==> config.mk <==
export PLATFORM = sky130hd
export DESIGN_NAME = bar_hold_scheduler_flat
export DESIGN_NICKNAME = d
export VERILOG_FILES = /design/src/rtl/bar_hold_scheduler_if.sv /design/src/rtl/bar_hold_scheduler.sv /design/src/flat_wrapper.sv
export SDC_FILE = /design/constraint.sdc
export NUM_CORES = 1
export LEC_CHECK = 0
export ABC_AREA = 1
export BUFFER_PORTS_ARGS = -buffer_cell sky130_fd_sc_hd__buf_2
export CORE_MARGIN = 1.5
export CORE_UTILIZATION = 40
export DETAILED_ROUTE_END_ITERATION = 6
export GPL_TIMING_DRIVEN = 0
export PLACE_DENSITY = 0.58
export SYNTH_ARGS = -nofsm -noshare
export SYNTH_HDL_FRONTEND = slang
export SYNTH_SLANG_ARGS = --single-unit
export TNS_END_PERCENT = 20
==> constraint.sdc <==
create_clock -name clk -period 4.1 [get_ports clk]
set_input_delay 0 -clock clk [delete_from_list [all_inputs] [get_ports clk]]
set_output_delay 0 -clock clk [all_outputs]
set_load 0.005 [all_outputs]
==> src/rtl/bar_hold_scheduler_if.sv <==
`default_nettype none
// ============================================================================
//  Module      : bar_hold_scheduler_if
//  Description : Requester/scheduler signal bundle for the shared bar signal.
//  Revision    : 1.0 - initial release
// ============================================================================
interface bar_hold_scheduler_if #(
    parameter int NREQ = 4
);
    logic [NREQ-1:0] req;
    logic [NREQ-1:0] req_val;
    logic [NREQ-1:0] gnt;
    logic [NREQ-1:0] done;
    logic            foo;
    logic            bar;
    logic            bar_steady;

    modport master (
        output req, req_val,
        input  gnt, done, foo, bar, bar_steady
    );

    modport slave (
        input  req, req_val,
        output gnt, done, foo, bar, bar_steady
    );
endinterface
`default_nettype wire

==> src/rtl/bar_hold_scheduler.sv <==
`default_nettype none
// ============================================================================
//  Module      : bar_hold_scheduler
//  Description : Round-robin owner of the shared bar signal; holds the granted
//                value for HOLD_CYCLES with a GAP_CYCLES guard between owners.
//  Revision    : 1.0 - initial release
// ============================================================================
module bar_hold_scheduler #(
    parameter int NREQ        = 4,
    parameter int HOLD_CYCLES = 4,
    parameter int GAP_CYCLES  = 1
) (
    input  wire logic           clk,
    input  wire logic           rst,
    bar_hold_scheduler_if.slave bus
);

    localparam int c_PW  = $clog2(NREQ);
    localparam int c_PW1 = c_PW + 1;
    localparam int c_HW  = $clog2(HOLD_CYCLES + 1);
    localparam int c_GW  = (GAP_CYCLES > 0) ? $clog2(GAP_CYCLES + 1) : 1;

    localparam logic [c_HW-1:0] c_HOLD_LOAD = c_HW'(HOLD_CYCLES - 1);
    localparam logic [c_GW-1:0] c_GAP_LOAD  = (GAP_CYCLES > 0) ? c_GW'(GAP_CYCLES - 1) : '0;
    localparam logic [c_PW-1:0] c_LAST      = c_PW'(NREQ - 1);

    localparam logic [1:0] S_IDLE  = 2'd0;
    localparam logic [1:0] S_SETUP = 2'd1;
    localparam logic [1:0] S_HOLD  = 2'd2;
    localparam logic [1:0] S_GAP   = 2'd3;

    logic [1:0]      r_state;
    logic [c_PW-1:0] r_rr_ptr;
    logic [c_HW-1:0] r_hold_cnt;
    logic [c_GW-1:0] r_gap_cnt;
    logic [NREQ-1:0] r_gnt;
    logic [NREQ-1:0] r_done;
    logic            r_foo;
    logic            r_bar;
    logic            r_bar_steady;

    logic            w_any;
    logic [c_PW-1:0] w_pick;
    logic [c_PW:0]   w_sum;
    logic [c_PW-1:0] w_idx;
    logic [NREQ-1:0] w_onehot;
    logic [c_PW-1:0] w_next_ptr;
    logic            w_start;

    // Scan from the highest offset down so the lowest offset from rr_ptr wins.
    always_comb begin
        w_any  = 1'b0;
        w_pick = '0;
        w_sum  = '0;
        w_idx  = '0;
        for (int k = NREQ - 1; k >= 0; k--) begin
            w_sum = {1'b0, r_rr_ptr} + c_PW1'(k);
            if (w_sum >= c_PW1'(NREQ)) begin
                w_sum = w_sum - c_PW1'(NREQ);
            end
            w_idx = w_sum[c_PW-1:0];
            if (bus.req[w_idx]) begin
                w_any  = 1'b1;
                w_pick = w_idx;
            end
        end
    end

    always_comb begin
        w_onehot   = NREQ'(1) << w_pick;
        w_next_ptr = (w_pick == c_LAST) ? '0 : w_pick + c_PW'(1);
        // The last guard cycle (or last HOLD cycle with no guard) may grant directly.
        w_start    = w_any && ((r_state == S_IDLE) ||
                               (r_state == S_GAP  && r_gap_cnt == '0) ||
                               (r_state == S_HOLD && r_hold_cnt == '0 && GAP_CYCLES == 0));
    end

    always_ff @(posedge clk) begin
        if (rst) begin
            r_state      <= S_IDLE;
            r_rr_ptr     <= '0;
            r_hold_cnt   <= '0;
            r_gap_cnt    <= '0;
            r_gnt        <= '0;
            r_done       <= '0;
            r_foo        <= 1'b0;
            r_bar        <= 1'b0;
            r_bar_steady <= 1'b0;
        end else begin
            r_done <= '0;
            case (r_state)
                S_IDLE: begin
                end
                S_SETUP: begin
                    r_state      <= S_HOLD;
                    r_bar_steady <= 1'b1;
                    r_hold_cnt   <= c_HOLD_LOAD;
                    if (HOLD_CYCLES == 1) begin
                        r_done <= r_gnt;
                    end
                end
                S_HOLD: begin
                    if (r_hold_cnt != '0) begin
                        r_hold_cnt <= r_hold_cnt - c_HW'(1);
                        if (r_hold_cnt == c_HW'(1)) begin
                            r_done <= r_gnt;
                        end
                    end else begin
                        r_foo        <= 1'b0;
                        r_gnt        <= '0;
                        r_bar_steady <= 1'b0;
                        if (GAP_CYCLES == 0) begin
                            r_state <= S_IDLE;
                        end else begin
                            r_state   <= S_GAP;
                            r_gap_cnt <= c_GAP_LOAD;
                        end
                    end
                end
                default: begin
                    if (r_gap_cnt != '0) begin
                        r_gap_cnt <= r_gap_cnt - c_GW'(1);
                    end else begin
                        r_state <= S_IDLE;
                    end
                end
            endcase

            if (w_start) begin
                r_state  <= S_SETUP;
                r_gnt    <= w_onehot;
                r_bar    <= bus.req_val[w_pick];
                r_foo    <= 1'b1;
                r_rr_ptr <= w_next_ptr;
            end
        end
    end

    assign bus.gnt        = r_gnt;
    assign bus.done       = r_done;
    assign bus.foo        = r_foo;
    assign bus.bar        = r_bar;
    assign bus.bar_steady = r_bar_steady;

endmodule
`default_nettype wire

==> src/flat_wrapper.sv <==
// flat-port wrapper written by rule: the top's interface ports become plain ports
module bar_hold_scheduler_flat 
#(
    parameter int NREQ        = 4,
    parameter int HOLD_CYCLES = 4,
    parameter int GAP_CYCLES  = 1
)
  (clk, rst, bus_req, bus_req_val, bus_gnt, bus_done, bus_foo, bus_bar, bus_bar_steady);
  bar_hold_scheduler_if #(.NREQ(NREQ)) bus_i ();
  input  wire logic clk;
  input  wire logic rst;
  input wire logic [$bits(bus_i.req)-1:0] bus_req;
  input wire logic [$bits(bus_i.req_val)-1:0] bus_req_val;
  output wire logic [$bits(bus_i.gnt)-1:0] bus_gnt;
  output wire logic [$bits(bus_i.done)-1:0] bus_done;
  output wire logic [$bits(bus_i.foo)-1:0] bus_foo;
  output wire logic [$bits(bus_i.bar)-1:0] bus_bar;
  output wire logic [$bits(bus_i.bar_steady)-1:0] bus_bar_steady;
  assign bus_i.req = bus_req;
  assign bus_i.req_val = bus_req_val;
  assign bus_gnt = bus_i.gnt;
  assign bus_done = bus_i.done;
  assign bus_foo = bus_i.foo;
  assign bus_bar = bus_i.bar;
  assign bus_bar_steady = bus_i.bar_steady;
  bar_hold_scheduler #(.NREQ(NREQ), .HOLD_CYCLES(HOLD_CYCLES), .GAP_CYCLES(GAP_CYCLES)) u_core (.clk(clk), .rst(rst), .bus(bus_i));
endmodule
After elaboration in Yosys (flattened, before gate mapping)
Index checks and enable logic that the tools add are counted.
{ "totals": {"regBits": 19, "input_bits": 10, "output_inout_bits": 11, "word_cells": 102} }
{ "op_classes": {"n_addsub": 10, "n_lt_le_gt_ge": 9, "eq_ne": 12, "shift": 1, "n_mux": 38, "bitwise": 6, "n_reduce_logical": 16} }
{ "op_table": {"columns": ["cell", "n"], "rows": [
  ["2-to-1 mux 2 bit", 11],
  ["< comparator 2 x 3 -> 1 bit, second input constant", 5],
  ["2-to-1 mux 1 bit", 14],
  ["2-to-1 mux 4 bit", 3],
  ["binary-select mux 1 bit (select 2 bit)", 5],
  ["greater-or-equal comparator 3 bit, second input constant", 3],
  ["AND reduction 2 bit", 4],
  ["subtractor 2 x 1 -> 2 bit, second input constant", 4],
  ["adder 2 x 2 -> 3 bit, second input constant", 2],
  ["== test 2 bit, second input constant", 3],
  ["NOT 1 bit", 6],
  ["one-hot mux 2 bit (3 select lines)", 1],
  ["one-hot mux 3 bit (2 select lines)", 1],
  ["AND reduction 3 bit", 2],
  ["!= test 2 x 1 -> 1 bit, second input constant", 2],
  ["!= test 2 bit, second input constant", 2],
  ["!= test 4 bit, second input constant", 1],
  ["one-hot mux 1 bit (2 select lines)", 2],
  ["nonzero test 2 bit", 2],
  ["OR reduction 2 bit", 2],
  ["OR reduction 4 bit", 1],
  ["<< shifter 1 x 2 -> 4 bit, first input constant", 1],
  ["adder 2 x 1 -> 3 bit, second input constant", 1],
  ["== test 3 x 1 -> 1 bit, second input constant", 1],
  ["12 further kinds", 13]
]} }

Logic depth before layout (Yosys ltp)
{ "depth": {"word_depth": 12, "depth_mapped": 13} }

Worst setup path before layout
OpenSTA, ideal clock, no wires.
{ "synth_timing": {"path_type": "register to register", "startpoint": "reg u_core.r_rr_ptr[0]", "endpoint": "reg u_core.r_rr_ptr[1]", "setup_ns": 0.122, "arrival_time_ns": 1.439, "t_required_ns": 3.978, "path_slack_ns": 2.539, "stages_incl_launch_ff": 11, "path_buffers": 1, "path_cell_list": "dfxtp_1 -> buf_6 -> xnor2_1 -> nand2_2 -> nand3_2 -> nand2_2 -> nand2_2 -> nand2_4 -> ha_1 -> nand2_1 -> o21ai_0"} }
{ "synth_between": {"elab_chain_cells": 11, "elab_cells_between_ends": 35, "cone_classes": "add/sub: 8; order compare: 4; eq/ne: 1; mux: 21; reduce/logical: 1"} }
{ "synth_lines": {"columns": ["item", "line_no", "rtl"], "rows": [
  ["from (decl)", "bar_hold_scheduler.sv:33", "logic [c_PW-1:0] r_rr_ptr;"],
  ["from (signal assigned)", "bar_hold_scheduler.sv:134", "r_rr_ptr <= w_next_ptr;"],
  ["adder 2 x 2 -> 3 bit", "bar_hold_scheduler.sv:57", "w_sum = {1'b0, r_rr_ptr} + c_PW1'(k);"],
  ["greater-or-equal comparator 3 bit or subtractor 2 x 1 -> 2 bit (tied branches)", "bar_hold_scheduler.sv:58, bar_hold_scheduler.sv:59", null],
  ["2-to-1 mux 2 bit", "bar_hold_scheduler.sv:58", "if (w_sum >= c_PW1'(NREQ)) begin"],
  ["binary-select mux 1 bit (select 2 bit)", "bar_hold_scheduler.sv:62", "if (bus.req[w_idx]) begin"],
  ["2-to-1 mux 1 bit (not written as such)", "bar_hold_scheduler.sv:62", null],
  ["2-to-1 mux 2 bit (3 in a row)", "bar_hold_scheduler.sv:62", null],
  ["2-to-1 mux 2 bit (*)", "bar_hold_scheduler.sv:62", null],
  ["adder 2 x 1 -> 2 bit or == test 2 bit (tied branches)", "bar_hold_scheduler.sv:71", "w_next_ptr = (w_pick == c_LAST) ? '0 : w_pick + c_PW'(1);"],
  ["2-to-1 mux 2 bit (*)", "bar_hold_scheduler.sv:71", null],
  ["via u_core.w_next_ptr[1]", "bar_hold_scheduler.sv:47", "logic [c_PW-1:0] w_next_ptr;"]
]} }
The timed path passes the listed nets; every way through them passes the cells marked *. The select of a mux whose other input is x is not followed.
A chain may end at the register's enable or synchronous reset.

Final worst setup path
Ends and elaborated chain as after synthesis.

==> reports/qor.csv <==
metric,value,unit
synth.distinct_cells,24,
synth_top_family_by_area,simple AND/OR/NAND/NOR gates,
r2r_cells,11,
clk_pin_slew_worst_paths,0.10,ns
p_switching,398.0,µW
setup_viol_count_final,0,
nets,189,
dp_hpwl,1.572,mm
grt_max_degree,11,
antenna_found_initial,0,
power_frac_seq,30.8,%
cts_inserted_buffers,3,
cpMostUsedCell,nand2_2,
path_max_fanout,10,
critical_path_cell_count,11,
syn_inst,143,
path_buf_inv,1,
drv_cap,0,
antennaDiodeCount,0,
die_h,53.89,µm
slowest_stage,dfxtp_1,
hold_viol_final,0,
synth_edf_count,0,
rsz0062_at_grt,false,
min_path_type,in -> reg,
crit_chain,buf_6 > nand2_1 > o21ai_1 > nand2_2 > nand3_2 > nand2_2 > nand2_2 > nand2_4 > ha_1 > nand2_1 > o21ai_0,
vias,914,
coreArea,0.002455,mm²
port_buffers,20,
clkPwrFrac,12.4,%
cts_hold_buf,1,
outcome,finished clean,
synth-compound-area-share,7.971,%
clock_path_buffers,2,
place.gp.congestion,0.8237,
r2r_slack,2.36,ns
synthTopCellsByArea,"dfxtp_1 35%, nand2_1 12%, ha_1 12%, inv_1 8.3%, nand3_1 5.8%",
leakage,0.6362,nW
ff_latch_area,360.3,µm²
whs_path_depth,5,
overflow,0,
n_fill_cell,250,
synth-xor-area-share,1.691,%
firstDrtPassIters,4,
max_slew_margin,80.37,%
h-tree-depth,1,
cts_sinks,18,
cts-resized-gates,0,
synth.most_common_cell,nand2_1,
finalMaxSlewViolations,0,
syn_area_per_cell,7.245,µm²
cts_tree,yes,
cp-start-kind,flip-flop,
worst_path_largest_cell_delay,0.36,ns
fin_crit_sh,42.49,%
fin_total_pwr,874.6,µW
avgViaCountPerCell,4.616,
power_frac_comb,56.7,%
synth_async_sr_flop_share,0,%
crit_family,simple AND/OR/NAND/NOR gates,
ioPinCount,21,
powerDensity,716.9,mW/mm²
postRouteWirelength,1.906,mm
die_area,0.002904,mm²
clk_latency,0.29,ns
grt_pass1_vias,778,
drtIter0Drc,12,
syn_to_final_growth,17.75,%
worstSetupEndpointType,flip-flop,
ys_ff_latch,18,
pre_cts_slack,2.359,ns
start_util,42.20,%
die_w,53.89,µm
fp-row-count,18,
fin_ws,2.358,ns
syn-cell-area,0.001036,mm²
drc,0,
synth_common_cells,"34 x nand2_1, 23 x inv_1, 18 x dfxtp_1",
setup-tns-final,0,ns
yosys.area.top_type,dfxtp_1,
p_int,476.6,µW
post-route-min-period,1.742,ns
synth.net_count,163,
multi_input_area,566.8,µm²
synth-main-ff-cell,dfxtp_1,
seq_area_frac_synth,34.78,%
critPathKind,reg -> reg,
wl_per_cell,9.626,µm
ys_warn_count,0,
worstPathArrival,1.93,ns
required,4.29,ns
max_freq,0.5740,GHz
post_cts_buffers,0,
synthAdderAreaFrac,12.08,%
layout-drive-gt1-share,21.43,%
post_synth_and_or_nand_nor_area_fraction,32.97,%
synth_top_area_share,34.78,%
grt_pass1_wl,3.118,mm
postRouteAntennaNets,0,
track_usage,14.97,%
max-vdd-ir-drop,419.7,µV
swShare,45.51,%
worst_pin_slew,0.2925,ns
clock-skew-final,0.0006022,ns
root_buffer,clkbuf_4,
synth_mux_area_share,0,%
-- worst min-delay path, cell delays in order --
cell	delay (ns)
buf_2	0.07
nand2_1	0.04
nand3_1	0.06
nand3_1	0.07
nand2_1	0.05
-- registers in the layout, summed over array words and instances (netlist names) --
signal and flops:
u_core.bus.bar 1, u_core.bus.bar_steady 1, u_core.bus.done 4, u_core.bus.foo 1, u_core.bus.gnt 4, u_core.r_hold_cnt 3
u_core.r_rr_ptr 2, u_core.r_state 2
-- final timing paths --
check	startpoint	end
worst max-delay path	u_core.r_rr_ptr[0]	u_core.r_rr_ptr[1]
worst max register to register	u_core.r_rr_ptr[0]	u_core.r_rr_ptr[1]
worst min-delay path	bus_req_val[3]	u_core.bus.bar
worst min register to register	u_core.bus.gnt[3]	u_core.bus.done[3]
-- cells by family after synthesis --
logic type	Yosys count
buffers and inverters	27
xor gates and xnor gates	2
adders and majority gates	10
AOI/OAI and AO/OA	15
DFF	18
and+or+nand+nor	71
-- routing by layer --
layer / vias to the layer above / GRT usage, % / share of wire, % / wire length, µm
li1: 497 / - / - / -
met1: 396 / 18.51 / 50 / 944
met2: 21 / 24.19 / 44 / 837
met3: 0 / 5.833 / 6.6 / 125
met4: 0 / 3.846 / 0 / 0
met5: - / 0 / 0 / 0
-- cell usage in the layout (no fill, tap or decap) --
cell,synthesis,routed
a211oi_1,1,1
a21oi_1,4,4
a221oi_1,1,1
buf_2,0,20
buf_6,1,1
clkbuf_4,0,3
clkbuf_8,0,1
dfxtp_1,18,18
dlygate4sd3_1,0,1
ha_1,10,10
inv_1,23,23
inv_2,3,3
nand2_1,34,34
nand2_2,4,4
nand2_4,1,1
nand3_1,12,12
nand3_2,1,1
nand3_4,1,1
nand3b_1,3,3
nand4_1,1,1
nor2_1,12,12
nor2_4,1,1
nor3_1,1,1
o21ai_0,6,6
o21ai_1,2,2
o22ai_1,1,1
xnor2_1,1,1
xor2_1,1,1
-- per-stage QoR --
stage	cell area [µm²]	utilization, %	hold WS (ns)	std cells
4_1_cts	1220	49.69	0.02958	198
2_1_floorplan	1036	-	0.07870	143
3_3_place_gp	1174	47.81	0.2021	193
6_report	1220	49.69	0.02444	198
5_1_grt	1220	49.69	0.04455	198
3_5_place_dp	1174	47.81	0.2054	193
-- power by group through the flow --
stage          logic [mW]  clock network [mW]  registers, mW
5_1_grt             0.574               0.121          0.278
2_1_floorplan       0.386                   0          0.273
3_3_place_gp        0.487                   0          0.273
3_5_place_dp        0.501                   0          0.275
4_1_cts             0.505               0.114          0.271
6_report            0.496               0.109          0.270
-- layout make-up --
cell class | instances | area share (%)
Multi-Input combinational cell | 98 | 46.46
Sequential cell | 18 | 29.54
Timing Repair Buffer | 21 | 9.026
Inverter | 26 | 8.000
Tap cell | 30 | 3.077
Clock buffer | 4 | 2.974
Buffer | 1 | 0.9231
(Power assumes the default switching activity.)
